File: config.mk
export PLATFORM = sky130hd
export DESIGN_NAME = rfphoenix_icfill_ctrl_flat
export DESIGN_NICKNAME = d
export VERILOG_FILES = /design/src/rtl/rfphoenix_icfill_if.sv /design/src/rtl/rfphoenix_icfill_ctrl.sv /design/src/flat_wrapper.sv
export SDC_FILE = /design/constraint.sdc
export NUM_CORES = 1
export LEC_CHECK = 0
export BUFFER_PORTS_ARGS = -buffer_cell sky130_fd_sc_hd__buf_2
export CAP_MARGIN = 20
export CORE_AREA = 2 2 297 299
export DETAILED_ROUTE_END_ITERATION = 8
export DIE_AREA = 0 0 299 301
export PLACE_DENSITY_LB_ADDON = 0.2
export SYNTH_ARGS = -nofsm -noshare
export SYNTH_HDL_FRONTEND = slang
export SYNTH_SLANG_ARGS = --single-unit
File: constraint.sdc
create_clock -name clk -period 26.7 [get_ports clk]
set_clock_uncertainty 0.1 [all_clocks]
set_input_delay 5.34 -clock clk [delete_from_list [all_inputs] [get_ports clk]]
set_output_delay 5.34 -clock clk [all_outputs]
set_load 0.005 [all_outputs]
File: src/rtl/rfphoenix_icfill_if.sv
// Fetch, memory and array-write signals of the I-cache refill sequencer.
// master = the sequencer, slave = fetch unit / memory / cache arrays.
interface rfphoenix_icfill_if #(
  parameter int AWID   = 32,
  parameter int BEAT_W = 128,
  parameter int BEATS  = 4,
  parameter int WAYS   = 4,
  parameter int LINES  = 128
);
  localparam int OFFW = $clog2(BEAT_W / 8 * BEATS);
  localparam int NDXW = $clog2(LINES);
  localparam int WAYW = $clog2(WAYS);

  // Memory handshake: mem_req is held high until the beat is acknowledged;
  // a beat transfers on any cycle where mem_req && mem_ack, and mem_err is
  // only meaningful in that cycle.
  logic                      lookup_v;
  logic [AWID-1:0]           ip;
  logic                      ihit;
  logic [WAYS-1:0]           set_valid;
  logic                      inv_req;
  logic                      stall;
  logic                      fault;
  logic                      busy;
  logic [1:0]                dbg_state;
  logic                      mem_req;
  logic [AWID-1:0]           mem_adr;
  logic                      mem_ack;
  logic                      mem_err;
  logic [BEAT_W-1:0]         mem_dat;
  logic                      wr_en;
  logic [WAYW-1:0]           wr_way;
  logic [NDXW-1:0]           wr_ndx;
  logic [AWID-OFFW-1:0]      wr_tag;
  logic [BEAT_W*BEATS-1:0]   wr_line;
  logic                      wr_valid;

  modport master (
    input  lookup_v, ip, ihit, set_valid, inv_req, mem_ack, mem_err, mem_dat,
    output stall, fault, busy, dbg_state, mem_req, mem_adr,
           wr_en, wr_way, wr_ndx, wr_tag, wr_line, wr_valid
  );

  modport slave (
    output lookup_v, ip, ihit, set_valid, inv_req, mem_ack, mem_err, mem_dat,
    input  stall, fault, busy, dbg_state, mem_req, mem_adr,
           wr_en, wr_way, wr_ndx, wr_tag, wr_line, wr_valid
  );
endinterface

File: src/rtl/rfphoenix_icfill_ctrl.sv
// I-cache miss/refill sequencer: detects a miss from the delayed hit result,
// fetches the line beat by beat, writes it to a victim way, and sequences invalidation.
module rfphoenix_icfill_ctrl #(
  parameter int LINES   = 128,
  parameter int WAYS    = 4,
  parameter int AWID    = 32,
  parameter int BEAT_W  = 128,
  parameter int BEATS   = 4,
  parameter int HIT_LAT = 2
) (
  input  logic                clk,
  input  logic                rst,
  rfphoenix_icfill_if.master  bus
);
  localparam int BEAT_BYTES = BEAT_W / 8;
  localparam int BOFF       = $clog2(BEAT_BYTES);
  localparam int OFFW       = $clog2(BEAT_BYTES * BEATS);
  localparam int NDXW       = $clog2(LINES);
  localparam int WAYW       = $clog2(WAYS);
  localparam int BEATW      = $clog2(BEATS);
  localparam int INVW       = NDXW + WAYW;

  typedef enum logic [1:0] {IDLE = 2'd0, REQ = 2'd1, WRITE = 2'd2, INV = 2'd3} state_e;

  state_e                  state_q;
  logic [HIT_LAT-1:0]      pipe_v_q;
  logic [AWID-1:0]         pipe_ip_q [HIT_LAT];
  logic [AWID-1:0]         miss_adr_q;
  logic [BEATW-1:0]        beat_q;
  logic [WAYW-1:0]         rr_ptr_q;
  logic [WAYW-1:0]         victim_q;
  logic [INVW-1:0]         inv_cnt_q;
  logic                    inv_pend_q;
  logic                    fault_q;
  logic [BEAT_W*BEATS-1:0] line_q;

  logic                    miss;
  logic [WAYW-1:0]         free_way;
  logic                    any_free;

  assign miss = (state_q == IDLE) && pipe_v_q[HIT_LAT-1] && !bus.ihit;

  // Descending scan so the lowest-numbered invalid way wins.
  always_comb begin
    free_way = '0;
    any_free = 1'b0;
    for (int w = WAYS - 1; w >= 0; w--) begin
      if (!bus.set_valid[w]) begin
        free_way = WAYW'(w);
        any_free = 1'b1;
      end
    end
  end

  always_ff @(posedge clk or posedge rst) begin
    if (rst) begin
      state_q    <= IDLE;
      pipe_v_q   <= '0;
      for (int i = 0; i < HIT_LAT; i++) pipe_ip_q[i] <= '0;
      miss_adr_q <= '0;
      beat_q     <= '0;
      rr_ptr_q   <= '0;
      victim_q   <= '0;
      inv_cnt_q  <= '0;
      inv_pend_q <= 1'b0;
      fault_q    <= 1'b0;
      line_q     <= '0;
    end else begin
      fault_q <= 1'b0;

      if (bus.inv_req && (state_q != IDLE || miss)) inv_pend_q <= 1'b1;

      // Lookups only advance while idle; a miss or any busy state empties the pipe
      // so fetch must re-present its address afterwards.
      if (state_q != IDLE || miss) begin
        pipe_v_q <= '0;
      end else begin
        pipe_v_q[0]  <= bus.lookup_v;
        pipe_ip_q[0] <= bus.ip;
        for (int i = 1; i < HIT_LAT; i++) begin
          pipe_v_q[i]  <= pipe_v_q[i-1];
          pipe_ip_q[i] <= pipe_ip_q[i-1];
        end
      end

      case (state_q)
        IDLE: begin
          if (miss) begin
            state_q    <= REQ;
            miss_adr_q <= pipe_ip_q[HIT_LAT-1] & ~AWID'((1 << OFFW) - 1);
            beat_q     <= '0;
            if (any_free) begin
              victim_q <= free_way;
            end else begin
              victim_q <= rr_ptr_q;
              rr_ptr_q <= rr_ptr_q + 1'b1;
            end
          end else if (bus.inv_req || inv_pend_q) begin
            state_q    <= INV;
            inv_pend_q <= 1'b0;
            inv_cnt_q  <= '0;
          end
        end
        REQ: begin
          if (bus.mem_ack) begin
            if (bus.mem_err) begin
              fault_q <= 1'b1;
              state_q <= IDLE;
              beat_q  <= '0;
            end else begin
              line_q[beat_q*BEAT_W +: BEAT_W] <= bus.mem_dat;
              if (beat_q == BEATW'(BEATS - 1)) begin
                state_q <= WRITE;
                beat_q  <= '0;
              end else begin
                beat_q <= beat_q + 1'b1;
              end
            end
          end
        end
        WRITE: state_q <= IDLE;
        INV: begin
          inv_cnt_q <= inv_cnt_q + 1'b1;
          if (inv_cnt_q == INVW'(LINES * WAYS - 1)) state_q <= IDLE;
        end
        default: state_q <= IDLE;
      endcase
    end
  end

  assign bus.stall     = miss || (state_q != IDLE);
  assign bus.busy      = (state_q != IDLE);
  assign bus.dbg_state = state_q;
  assign bus.fault     = fault_q;
  assign bus.mem_req   = (state_q == REQ);
  assign bus.mem_adr   = (state_q == REQ)
                       ? miss_adr_q + {{(AWID-BEATW-BOFF){1'b0}}, beat_q, {BOFF{1'b0}}}
                       : '0;
  assign bus.wr_en     = (state_q == WRITE) || (state_q == INV);
  assign bus.wr_valid  = (state_q == WRITE);
  // Invalidation counter: way in the low bits so it cycles fastest.
  assign bus.wr_way    = (state_q == WRITE) ? victim_q
                       : (state_q == INV)   ? inv_cnt_q[WAYW-1:0] : '0;
  assign bus.wr_ndx    = (state_q == WRITE) ? miss_adr_q[OFFW +: NDXW]
                       : (state_q == INV)   ? inv_cnt_q[INVW-1:WAYW] : '0;
  assign bus.wr_tag    = (state_q == WRITE) ? miss_adr_q[AWID-1:OFFW] : '0;
  assign bus.wr_line   = line_q;
endmodule

File: src/flat_wrapper.sv
// flat-port wrapper written by rule: the top's interface ports become plain ports
module rfphoenix_icfill_ctrl_flat 
#(
  parameter int LINES   = 128,
  parameter int WAYS    = 4,
  parameter int AWID    = 32,
  parameter int BEAT_W  = 128,
  parameter int BEATS   = 4,
  parameter int HIT_LAT = 2
)
  (clk, rst, bus_lookup_v, bus_ip, bus_ihit, bus_set_valid, bus_inv_req, bus_mem_ack, bus_mem_err, bus_mem_dat, bus_stall, bus_fault, bus_busy, bus_dbg_state, bus_mem_req, bus_mem_adr, bus_wr_en, bus_wr_way, bus_wr_ndx, bus_wr_tag, bus_wr_line, bus_wr_valid);
  rfphoenix_icfill_if #(.AWID(AWID), .BEAT_W(BEAT_W), .BEATS(BEATS), .WAYS(WAYS), .LINES(LINES)) bus_i ();
  input  logic clk;
  input  logic rst;
  input wire logic [$bits(bus_i.lookup_v)-1:0] bus_lookup_v;
  input wire logic [$bits(bus_i.ip)-1:0] bus_ip;
  input wire logic [$bits(bus_i.ihit)-1:0] bus_ihit;
  input wire logic [$bits(bus_i.set_valid)-1:0] bus_set_valid;
  input wire logic [$bits(bus_i.inv_req)-1:0] bus_inv_req;
  input wire logic [$bits(bus_i.mem_ack)-1:0] bus_mem_ack;
  input wire logic [$bits(bus_i.mem_err)-1:0] bus_mem_err;
  input wire logic [$bits(bus_i.mem_dat)-1:0] bus_mem_dat;
  output wire logic [$bits(bus_i.stall)-1:0] bus_stall;
  output wire logic [$bits(bus_i.fault)-1:0] bus_fault;
  output wire logic [$bits(bus_i.busy)-1:0] bus_busy;
  output wire logic [$bits(bus_i.dbg_state)-1:0] bus_dbg_state;
  output wire logic [$bits(bus_i.mem_req)-1:0] bus_mem_req;
  output wire logic [$bits(bus_i.mem_adr)-1:0] bus_mem_adr;
  output wire logic [$bits(bus_i.wr_en)-1:0] bus_wr_en;
  output wire logic [$bits(bus_i.wr_way)-1:0] bus_wr_way;
  output wire logic [$bits(bus_i.wr_ndx)-1:0] bus_wr_ndx;
  output wire logic [$bits(bus_i.wr_tag)-1:0] bus_wr_tag;
  output wire logic [$bits(bus_i.wr_line)-1:0] bus_wr_line;
  output wire logic [$bits(bus_i.wr_valid)-1:0] bus_wr_valid;
  assign bus_i.lookup_v = bus_lookup_v;
  assign bus_i.ip = bus_ip;
  assign bus_i.ihit = bus_ihit;
  assign bus_i.set_valid = bus_set_valid;
  assign bus_i.inv_req = bus_inv_req;
  assign bus_i.mem_ack = bus_mem_ack;
  assign bus_i.mem_err = bus_mem_err;
  assign bus_i.mem_dat = bus_mem_dat;
  assign bus_stall = bus_i.stall;
  assign bus_fault = bus_i.fault;
  assign bus_busy = bus_i.busy;
  assign bus_dbg_state = bus_i.dbg_state;
  assign bus_mem_req = bus_i.mem_req;
  assign bus_mem_adr = bus_i.mem_adr;
  assign bus_wr_en = bus_i.wr_en;
  assign bus_wr_way = bus_i.wr_way;
  assign bus_wr_ndx = bus_i.wr_ndx;
  assign bus_wr_tag = bus_i.wr_tag;
  assign bus_wr_line = bus_i.wr_line;
  assign bus_wr_valid = bus_i.wr_valid;
  rfphoenix_icfill_ctrl #(.LINES(LINES), .WAYS(WAYS), .AWID(AWID), .BEAT_W(BEAT_W), .BEATS(BEATS), .HIT_LAT(HIT_LAT)) u_core (.clk(clk), .rst(rst), .bus(bus_i));
endmodule
==> results.md, run 1 <==
- Outcome: complete, no violations
- Endpoints failing setup: 0
- Crit start category: input pin
- GPL Wtd Cong: 0.814
- Setup TNS: 0 ns
- Drt wl/cell: 20.1 um
- Max cap viols: 0
- Max Slew Vio Count: 0
- Leakage: 16.3 nW
- Routed WL: 87.0 mm
- Sw Ratio: 0.315
- Clock Pin Slew Worst Setup and Hold Paths: 0.06 ns
- Seq pwr share: 0.422
- Initial core utilization: 0.281
- Fmax: 84.0 MHz
- Crit Path Category: input pin to primary output
- Slew margin rel.: 0.313
- Largest net degree at the start of global routing: 154
- Layout area overhead: 28.5%
- Synth Instances: 2435
- Critical Path Max Stage Delay: 0.48 ns
- Initial antenna violation count: 7
- Die Wd: 299 um
- Worst Max-Slew Pin Slew: 1.03 ns
- Cts bufs inserted: 73
- Fin crit share: 0.446
- Final Hold Fails: 0
- H-Tree Depth: 3
- Min Hold Slack: 0.360 ns
- Tightest Hold Check Type: register to register
- Dominant cells by area after synthesis: dfrtp_1 63%, nand2_1 15%, o21ai_1 5.8%
- Final min period: 11.90 ns
- CP Cell Sequence: buf_2, nand2b_1, and2_2, buf_4, inv_2, buf_2
- Number of routed nets with antenna violations: 0
- CP max FO: 54
- Cell area power density: 88.8 nW/um2
- Critical-path top delay cell: buf_4
- Crit path DAT: 6.46 ns
- Filler instances: 8983
- Nature of the critical path endpoint: primary output
- P_int: 1.90 mW
- Power Total: 2.77 mW
- Setup WS post-layout: 14.80 ns
- Ports: 758
- Comb power frac: 0.217
- P_sw: 0.874 mW
- Cts hold-fix bufs: 0
- Yosys warns: 0
- Vias per cell: 4.46
- Clk sink count: 611
- Mapped cell area: 24300 um2
- Share of cells above drive strength 1: 0.296
- Unique cell type count in the Yosys netlist: 47
- Unrepaired setup endpoints after global routing: false
- Initial DRC Count: 1215
- Vias in the first global route: 19019
- Total track usage: 0.189
- Nets: 3291
- Clock power frac: 0.361
- Place WS: 14.77 ns
- Total grt overflow: 0
- Port bufs: 747
- Area after DPL: 28800 um2
- Die Area: 90000 um2
- CTS resizes: 0
- Number of flops mapped to enable cells by yosys: 0
- Synth top area share: 0.629
- Clk_lat worst skew: 0.62 ns
- Register-to-register setup slack: 22.44 ns
- Row count: 108
- Routed vias: 19263
- Commonest cells in the netlist: 941 x nand2_1, 611 x dfrtp_1, 280 x o21ai_1, 131 x a22o_1, 118 x o21ai_0
- Die Y-Extent: 301 um
- CTS tree: yes
- First-pass GRT wire length: 129 mm
- Post-detail-place hpwl: 58.9 mm
- Synth area leader: dfrtp_1
- CTS Buffer Depth: 3
- Top-count cell post-synth: nand2_1
- DR pass1 iterations: 5
- Post-CTS setup buffer count: 0
- Final Cell Area: 31200 um2
- Synth Register Bits: 611
- # DRC: 0
- Crit path top cell by count: buf_2
- Placeable Area: 86500 um2
- Clock Tree Root: clkbuf_16
- Worst Path Required: 21.26 ns
- Syn_area_per_cell: 9.98 um2
- Seq/Total Area, Yosys: 0.629
- Main synth FF type: dfrtp_1
- Worst VDD drop: 0.0880 mV
- Ys async rst share: 1.00
==> cell usage in the layout, fill, tap and decap left out, drive strengths merged, types with 3 or more instances in the layout <==
| cell type | netlist | routed |
|---|---|---|
| nand2 | 942 | 942 |
| and2 | 56 | 56 |
| nand2b | 6 | 6 |
| ha | 13 | 13 |
| inv | 8 | 8 |
| dfrtp | 611 | 611 |
| conb | 1 | 4 |
| nand3 | 4 | 4 |
| o21ai | 398 | 398 |
| nor3 | 4 | 4 |
| buf | 111 | 778 |
| mux2 | 29 | 29 |
| a22o | 131 | 131 |
| nand3b | 3 | 3 |
| or2 | 3 | 3 |
| mux2i | 3 | 3 |
| nor2 | 4 | 4 |
| clkinv | 0 | 15 |
| diode | 0 | 4 |
| a21o | 7 | 7 |
| and3 | 4 | 4 |
| clkbuf | 73 | 110 |
==> through the flow <==
stage               utilization  instances
finish                    0.361       4319
global route              0.361       4319
CTS                       0.361       4314
floorplan                     -       2438
detailed placement        0.333       4186
global placement          0.333       4186
==> cell families (layout without fill, tap and decap cells) <==
group	after synthesis	count (layout)	synth area share
flip-flops	611	611	0.629
adder cells (fa/ha/maj)	13	13	0.00669
AO/OA/AOI/OAI	545	545	0.134
other	1	8	0.000154
AND/OR/NAND/NOR	1039	1039	0.171
XOR/XNOR	2	2	0.000721
multiplexers	32	32	0.0147
buffers and inverters	192	914	0.0436
==> sequential cells by signal, summed over array words and instances (netlist names) <==
signal / count
u_core.bus.wr_line: 512
u_core.inv_cnt_q: 9
u_core.miss_adr_q: 26
u_core.bus.fault: 1
u_core.pipe_ip_q: 52
u_core.beat_q: 2
u_core.bus.dbg_state: 2
u_core.inv_pend_q: 1
u_core.rr_ptr_q: 2
u_core.pipe_v_q: 2
u_core.victim_q: 2
==> critical path: cells and delay by family <==
family | cells | cell delay, ns
buffers and inverters | 4 | 0.76
and+or+nand+nor | 2 | 0.31
==> worst paths after layout <==
path | start | depth (start not counted) | end
setup / recovery | bus_ihit | 6 | bus_stall
hold / removal | u_core.pipe_ip_q[38]$_DFFE_PP0N_ | 2 | u_core.pipe_ip_q[6]$_DFFE_PP0N_
setup reg to reg | u_core.bus.dbg_state[1]$_DFFE_PP0P_ | 7 | u_core.bus.wr_line[293]$_DFFE_PP0P_
hold reg to reg | u_core.pipe_ip_q[38]$_DFFE_PP0N_ | 2 | u_core.pipe_ip_q[6]$_DFFE_PP0N_
max in group asynchronous | rst | 5 | u_core.miss_adr_q[18]$_DFFE_PP0N_
min in group asynchronous | rst | 2 | u_core.bus.wr_line[116]$_DFFE_PP0P_
==> layer usage <==
| metal | vias to the layer above | global-route usage | wire, um |
|---|---|---|---|
| li1 | 9360 | - | - |
| met1 | 9167 | 0.242 | 37000 |
| met4 | 6 | 0.0686 | 2570 |
| met2 | 608 | 0.312 | 42000 |
| met3 | 122 | 0.0429 | 5410 |
| met5 | - | 0 | 34 |
==> cell type report <==
class | count | area [um2] | area share
Sequential cell | 611 | 15300 | 0.490
Multi-Input combinational cell | 1635 | 8020 | 0.257
Timing Repair Buffer | 778 | 3990 | 0.128
Clock buffer | 110 | 2190 | 0.0701
Tap cell | 1155 | 1450 | 0.0463
Clock inverter | 18 | 248 | 0.00793
Inverter | 8 | 37.5 | 0.00120
Antenna cell | 4 | 10.0 | 0.000321
==> power by group through the flow <==
stage | logic [mW] | registers [mW] | clock network, mW
after floorplan | 0.325 | 1.18 | 0
after global placement | 0.612 | 1.18 | 0
after detailed placement | 0.615 | 1.18 | 0
after CTS | 0.617 | 1.17 | 1.03
after global routing | 0.677 | 1.19 | 1.07
final | 0.601 | 1.17 | 1.00
(Power assumes the default switching activity.)
==> run 2: changes to the inputs <==
==> constraint.sdc (replaced) <==
create_clock -name clk -period 11.8 [get_ports clk]
set_clock_uncertainty 0.1 [all_clocks]
set_input_delay 2.36 -clock clk [delete_from_list [all_inputs] [get_ports clk]]
set_output_delay 2.36 -clock clk [all_outputs]
set_load 0.005 [all_outputs]
==> run 2 against run 1 <==
- design area rose by 0.23%
- first-iteration DRC count down 2.5%
- sequential power grew 130%
- critical path type unchanged
- wire length is 0.79% lower
- non-clock buffer count fell by 6
- hold slack improved by 0.0061 ns
- sequential cell count stayed put
- critical endpoint unchanged
- clock power grew 130%
- total power grew 130%
- sequential share of layout area decreased by 0.11 points
- register-to-register slack got worse by 14 ns
==> results.md, run 2 (same netlist as run 1, synthesis figures left out) <==
- CP max FO: 55
- Cts hold-fix bufs: 0
- Total track usage: 0.188
- Die Y-Extent: 301 um
- Endpoints failing setup: 0
- Tightest Hold Check Type: register to register
- H-Tree Depth: 3
- Area after DPL: 28800 um2
- Commonest cells after routing, fill and taps aside: 939 x nand2_1, 747 x buf_2, 611 x dfrtp_1
- Routed vias: 19256
- Fmax: 164 MHz
- Buf/Inv on CP: 4
- Crit path top cell by count: buf_2
- # DRC: 0
- DR pass1 iterations: 5
- Cell area power density: 203 nW/um2
- Max Slew Vio Count: 0
- Layout area overhead: 28.8%
- Fin crit share: 0.515
- Setup TNS: 0 ns
- Share of cells above drive strength 1: 0.295
- Final Cell Area: 31300 um2
- Crit Path Category: input pin to primary output
- Seq pwr share: 0.417
- Commonest non-fill, non-tap cell in the layout: nand2_1
- First-pass GRT wire length: 129 mm
- Placeable Area: 86500 um2
- Total grt overflow: 0
- CTS tree: yes
- Vias per cell: 4.46
- Final min period: 6.08 ns
- Routed WL: 86.3 mm
- Clk sink count: 611
- Nature of the critical path endpoint: primary output
- Crit path DAT: 3.62 ns
- GPL Wtd Cong: 0.799
- Drt wl/cell: 20.0 um
- Post-CTS setup buffer count: 0
- CP Cell Sequence: buf_2, nand2b_1, and2_2, inv_2, buf_4, buf_2
- Comb power frac: 0.213
- Outcome: complete, no violations
- Worst Path Required: 9.34 ns
- Critical path's top delay family: buffers and inverters
- Critical Path Max Stage Delay: 0.46 ns
- Nets: 3285
- Finished Core Util: 0.362
- Clock Pin Slew Worst Setup and Hold Paths: 0.05 ns
- Slew margin rel.: 0.294
- Number of routed nets with antenna violations: 0
- Setup WS post-layout: 5.72 ns
- Row count: 108
- Initial core utilization: 0.281
- Die Area: 90000 um2
- Critical-path top delay cell: buf_4
- Port bufs: 747
- Clock power frac: 0.370
- CTS resizes: 0
- Initial antenna violation count: 12
- Largest register FFs: 512
- Place WS: 5.68 ns
- Final Hold Fails: 0
- Leakage: 16.3 nW
- Unrepaired setup endpoints after global routing: false
- Max cap viols: 0
- CTS Buffer Depth: 3
- Sw Ratio: 0.313
- P_int: 4.36 mW
- Power Total: 6.34 mW
- Clock Tree Root: clkbuf_16
- Worst VDD drop: 0.112 mV
- Clk_lat worst skew: 0.61 ns
- Cts bufs inserted: 73
- Worst Max-Slew Pin Slew: 1.06 ns
- P_sw: 1.99 mW
- Vias in the first global route: 18821
- Die Wd: 299 um
- Crit start category: input pin
- Ports: 758
- Post-detail-place hpwl: 57.6 mm
- Largest net degree at the start of global routing: 179
- Initial DRC Count: 1185
## run 2: changes by cell type in the layout (fill, tap and decap cells not counted), moves of 2 or more
cell / previous run / this run
bufinv_16: 2 / 6
buf_12: 1 / 5
clkbuf_8: 18 / 16
clkinv_4: 2 / 0
clkinv_2: 8 / 11
clkinvlp_4: 1 / 3
buf_4: 29 / 20
## run 2: per-stage QoR
| stage | hold WS [ns] | std cells |
|---|---|---|
| after CTS | 0.361 | 4311 |
| after global placement | 0.350 | 4181 |
| after global routing | 0.387 | 4315 |
| final | 0.366 | 4316 |
| after floorplan | 0.339 | 2438 |
| after detailed placement | 0.350 | 4181 |
## run 2: power by group through the flow
stage               combinational, mW  clock, mW  sequential (mW)
floorplan                       0.735          0             2.68
global placement                 1.39          0             2.67
detailed placement               1.39          0             2.68
CTS                              1.39       2.42             2.65
global route                     1.53       2.50             2.69
finish                           1.35       2.34             2.65
## run 2: worst paths after layout
kind | start | end | slack [ns] | depth (start not counted)
max | bus_ihit | bus_stall | 5.72 | 6
min | u_core.pipe_ip_q[43]$_DFFE_PP0N_ | u_core.pipe_ip_q[11]$_DFFE_PP0N_ | 0.37 | 2
max reg2reg | u_core.bus.dbg_state[1]$_DFFE_PP0P_ | u_core.bus.wr_line[6]$_DFFE_PP0P_ | 8.29 | 8
min reg2reg | u_core.pipe_ip_q[43]$_DFFE_PP0N_ | u_core.pipe_ip_q[11]$_DFFE_PP0N_ | 0.37 | 2
max in group asynchronous | rst | u_core.miss_adr_q[20]$_DFFE_PP0N_ | 7.44 | 5
min in group asynchronous | rst | u_core.bus.wr_line[360]$_DFFE_PP0P_ | 1.82 | 3
## run 2: routing by layer
layer | share of wire | wire length (um) | GRT usage
met1 | 0.43 | 36700 | 0.241
met2 | 0.48 | 41200 | 0.308
met3 | 0.067 | 5800 | 0.0488
met4 | 0.030 | 2550 | 0.0619
met5 | 0.00089 | 77 | 0
## run 2: worst min-delay path: cells and delay by family (launching register included)
family / cells / cell delay [ns]
flops: 1 / 0.34
simple gates: 2 / 0.10
## run 2: final cells by class
type / instances / area, um2
Multi-Input combinational cell: 1635 / 8020
Timing Repair Buffer: 772 / 3990
Clock buffer: 106 / 2130
Fill cell: 8990 / 55200
Inverter: 8 / 33.8
Antenna cell: 5 / 12.5
Sequential cell: 611 / 15300
Clock inverter: 24 / 377
Tap cell: 1155 / 1450
==> run 3: changes to the inputs <==
==> constraint.sdc (replaced) <==
create_clock -name clk -period 6.1 [get_ports clk]
set_clock_uncertainty 0.1 [all_clocks]
set_input_delay 1.22 -clock clk [delete_from_list [all_inputs] [get_ports clk]]
set_output_delay 1.22 -clock clk [all_outputs]
set_load 0.005 [all_outputs]
==> run 3 against run 2 <==
- global-route usage is 0.076 points lower
- critical path type is now register to primary output
- utilization rose by 0.11 points
- critical endpoint is now bus_wr_way[1]
- non-clock buffer count increased by 9
- hold slack got worse by 0.011 ns
- final cell count is 0.25% higher
- count of clock-buffer cells in the layout fell by 2
- largest power group unchanged
- sequential power increased by 93%
- total power grew 94%
- critical path depth decreased by 1
- sequential cell count is the same
==> results.md, run 3 (same netlist as run 1, synthesis figures left out) <==
- Commonest non-fill, non-tap cell in the layout: nand2_1
- Row count: 108
- CP max FO: 32
- Post-CTS setup buffer count: 0
- Setup WS post-layout: 2.07 ns
- Clock Pin Slew Worst Setup and Hold Paths: 0.06 ns
- Seq pwr share: 0.417
- Share of cells above drive strength 1: 0.298
- Outcome: complete, no violations
- Largest net degree at the start of global routing: 156
- Reg2reg path depth: 6
- Critical path destination: bus_wr_way[1]
- CTS Buffer Depth: 3
- Cts hold-fix bufs: 0
- Routed WL: 86.8 mm
- Clock power frac: 0.369
- Cts bufs inserted: 74
- Routed vias: 19416
- CTS tree: yes
- Power Total: 12.3 mW
- Slew margin rel.: 0.285
- Final min period: 4.03 ns
- Crit Path Category: register to primary output
- Worst Path Required: 4.78 ns
- Total grt overflow: 0
- Die Y-Extent: 301 um
- Worst VDD drop: 0.381 mV
- Port bufs: 747
- Leakage: 16.3 nW
- Total track usage: 0.187
- Reg2Reg Launch Point: u_core.beat_q[0]$_DFFE_PP0P_
- Cell area power density: 391 nW/um2
- Unrepaired setup endpoints after global routing: false
- Setup TNS: 0 ns
- Nature of the critical path endpoint: primary output
- Nets: 3295
- P_sw: 3.84 mW
- Crit start category: register
- Sw Ratio: 0.313
- H-Tree Depth: 3
- Max Slew Vio Count: 0
- Comb power frac: 0.214
- Vias per cell: 4.49
- Final Hold Fails: 0
- Tightest Hold Check Type: register to register
- Min Hold Slack: 0.355 ns
- Initial core utilization: 0.281
- GPL Wtd Cong: 0.791
- Initial DRC Count: 1079
- Post-detail-place hpwl: 58.6 mm
- Endpoints failing setup: 0
- Worst Max-Slew Pin Slew: 1.07 ns
- CTS resizes: 0
- Initial antenna violation count: 8
- P_int: 8.43 mW
- Clk_lat worst skew: 0.61 ns
- Vias in the first global route: 18877
- Number of routed nets with antenna violations: 0
- Register-to-register setup slack: 2.69 ns
- Finished Core Util: 0.363
- Layout area overhead: 29.2%
- Reg-to-reg endpoint: u_core.bus.wr_line[269]$_DFFE_PP0P_
- Critical path startpoint: u_core.bus.dbg_state[0]$_DFFE_PP0P_
- Crit path DAT: 2.71 ns
- Max cap viols: 0
- Drt wl/cell: 20.1 um
- First-pass GRT wire length: 128 mm
- Die Wd: 299 um
- Clock Tree Root: clkbuf_16
- Ports: 758
- Die Area: 90000 um2
- Largest register FFs: 512
- Clk sink count: 611
- Fmax: 248 MHz
- Fin crit share: 0.661
- DR pass1 iterations: 5
- Place WS: 2.17 ns
- # DRC: 0
- Commonest cells after routing, fill and taps aside: 939 x nand2_1, 747 x buf_2, 611 x dfrtp_1
- Placeable Area: 86500 um2
## run 3: cell count changes in the layout (fill, tap and decap cells not counted)
cell      delta
clkinv_4     +1
inv_16       -1
buf_12       +1
clkbuf_1     -2
diode_2      +1
buf_4        +8
inv_6        +2
clkinv_8     +1
## run 3: layout make-up
| class | count | area, um2 |
|---|---|---|
| clock buffer | 104 | 2120 |
| tap | 1155 | 1450 |
| sequential | 611 | 15300 |
| inverter | 8 | 33.8 |
| fill | 8972 | 55100 |
| timing repair buffer | 781 | 4070 |
| clock inverter | 27 | 399 |
| antenna | 6 | 15.0 |
| multi-input combinational | 1635 | 8020 |
## run 3: metal layers
metal  global-route usage  up-vias  wire, um
met4               0.0677        6      2850
met3               0.0457      140      5390
met5                    0        -        34
li1                     -     9378         -
met1                0.237     9271     36600
met2                0.310      621     41900
## run 3: metrics by stage
step	area, um2	std cells
6_report	31400	4327
5_1_grt	31400	4326
4_1_cts	31400	4321
3_5_place_dp	28900	4190
3_3_place_gp	28900	4190
2_1_floorplan	24300	2438
## run 3: power by group through the flow
stage	Sequential [mW]	Combinational, mW	Clock, mW
detailed placement	5.19	2.71	0
floorplan	5.18	1.42	0
global placement	5.17	2.68	0
global route	5.21	2.96	4.85
finish	5.12	2.62	4.53
CTS	5.13	2.71	4.68
## run 3: worst min path at each step
stage	startpoint	end	slack, ns	cells past startpoint
2_1_floorplan	u_core.pipe_ip_q[42]$_DFFE_PP0N_	u_core.pipe_ip_q[10]$_DFFE_PP0N_	0.34	2
3_3_place_gp	u_core.pipe_ip_q[44]$_DFFE_PP0N_	u_core.pipe_ip_q[12]$_DFFE_PP0N_	0.35	2
3_5_place_dp	u_core.pipe_ip_q[45]$_DFFE_PP0N_	u_core.pipe_ip_q[13]$_DFFE_PP0N_	0.35	2
4_1_cts	u_core.pipe_ip_q[49]$_DFFE_PP0N_	u_core.pipe_ip_q[17]$_DFFE_PP0N_	0.36	2
5_1_grt	u_core.pipe_ip_q[62]$_DFFE_PP0N_	u_core.pipe_ip_q[30]$_DFFE_PP0N_	0.38	2
6_report	u_core.pipe_ip_q[62]$_DFFE_PP0N_	u_core.pipe_ip_q[30]$_DFFE_PP0N_	0.36	2
## run 3: critical path: stages (launching register included)
cell,delay (ns)
dfrtp_1,0.42
inv_1,0.12
ha_1,0.84
nor2b_1,0.31
a22o_1,0.26
buf_2,0.13
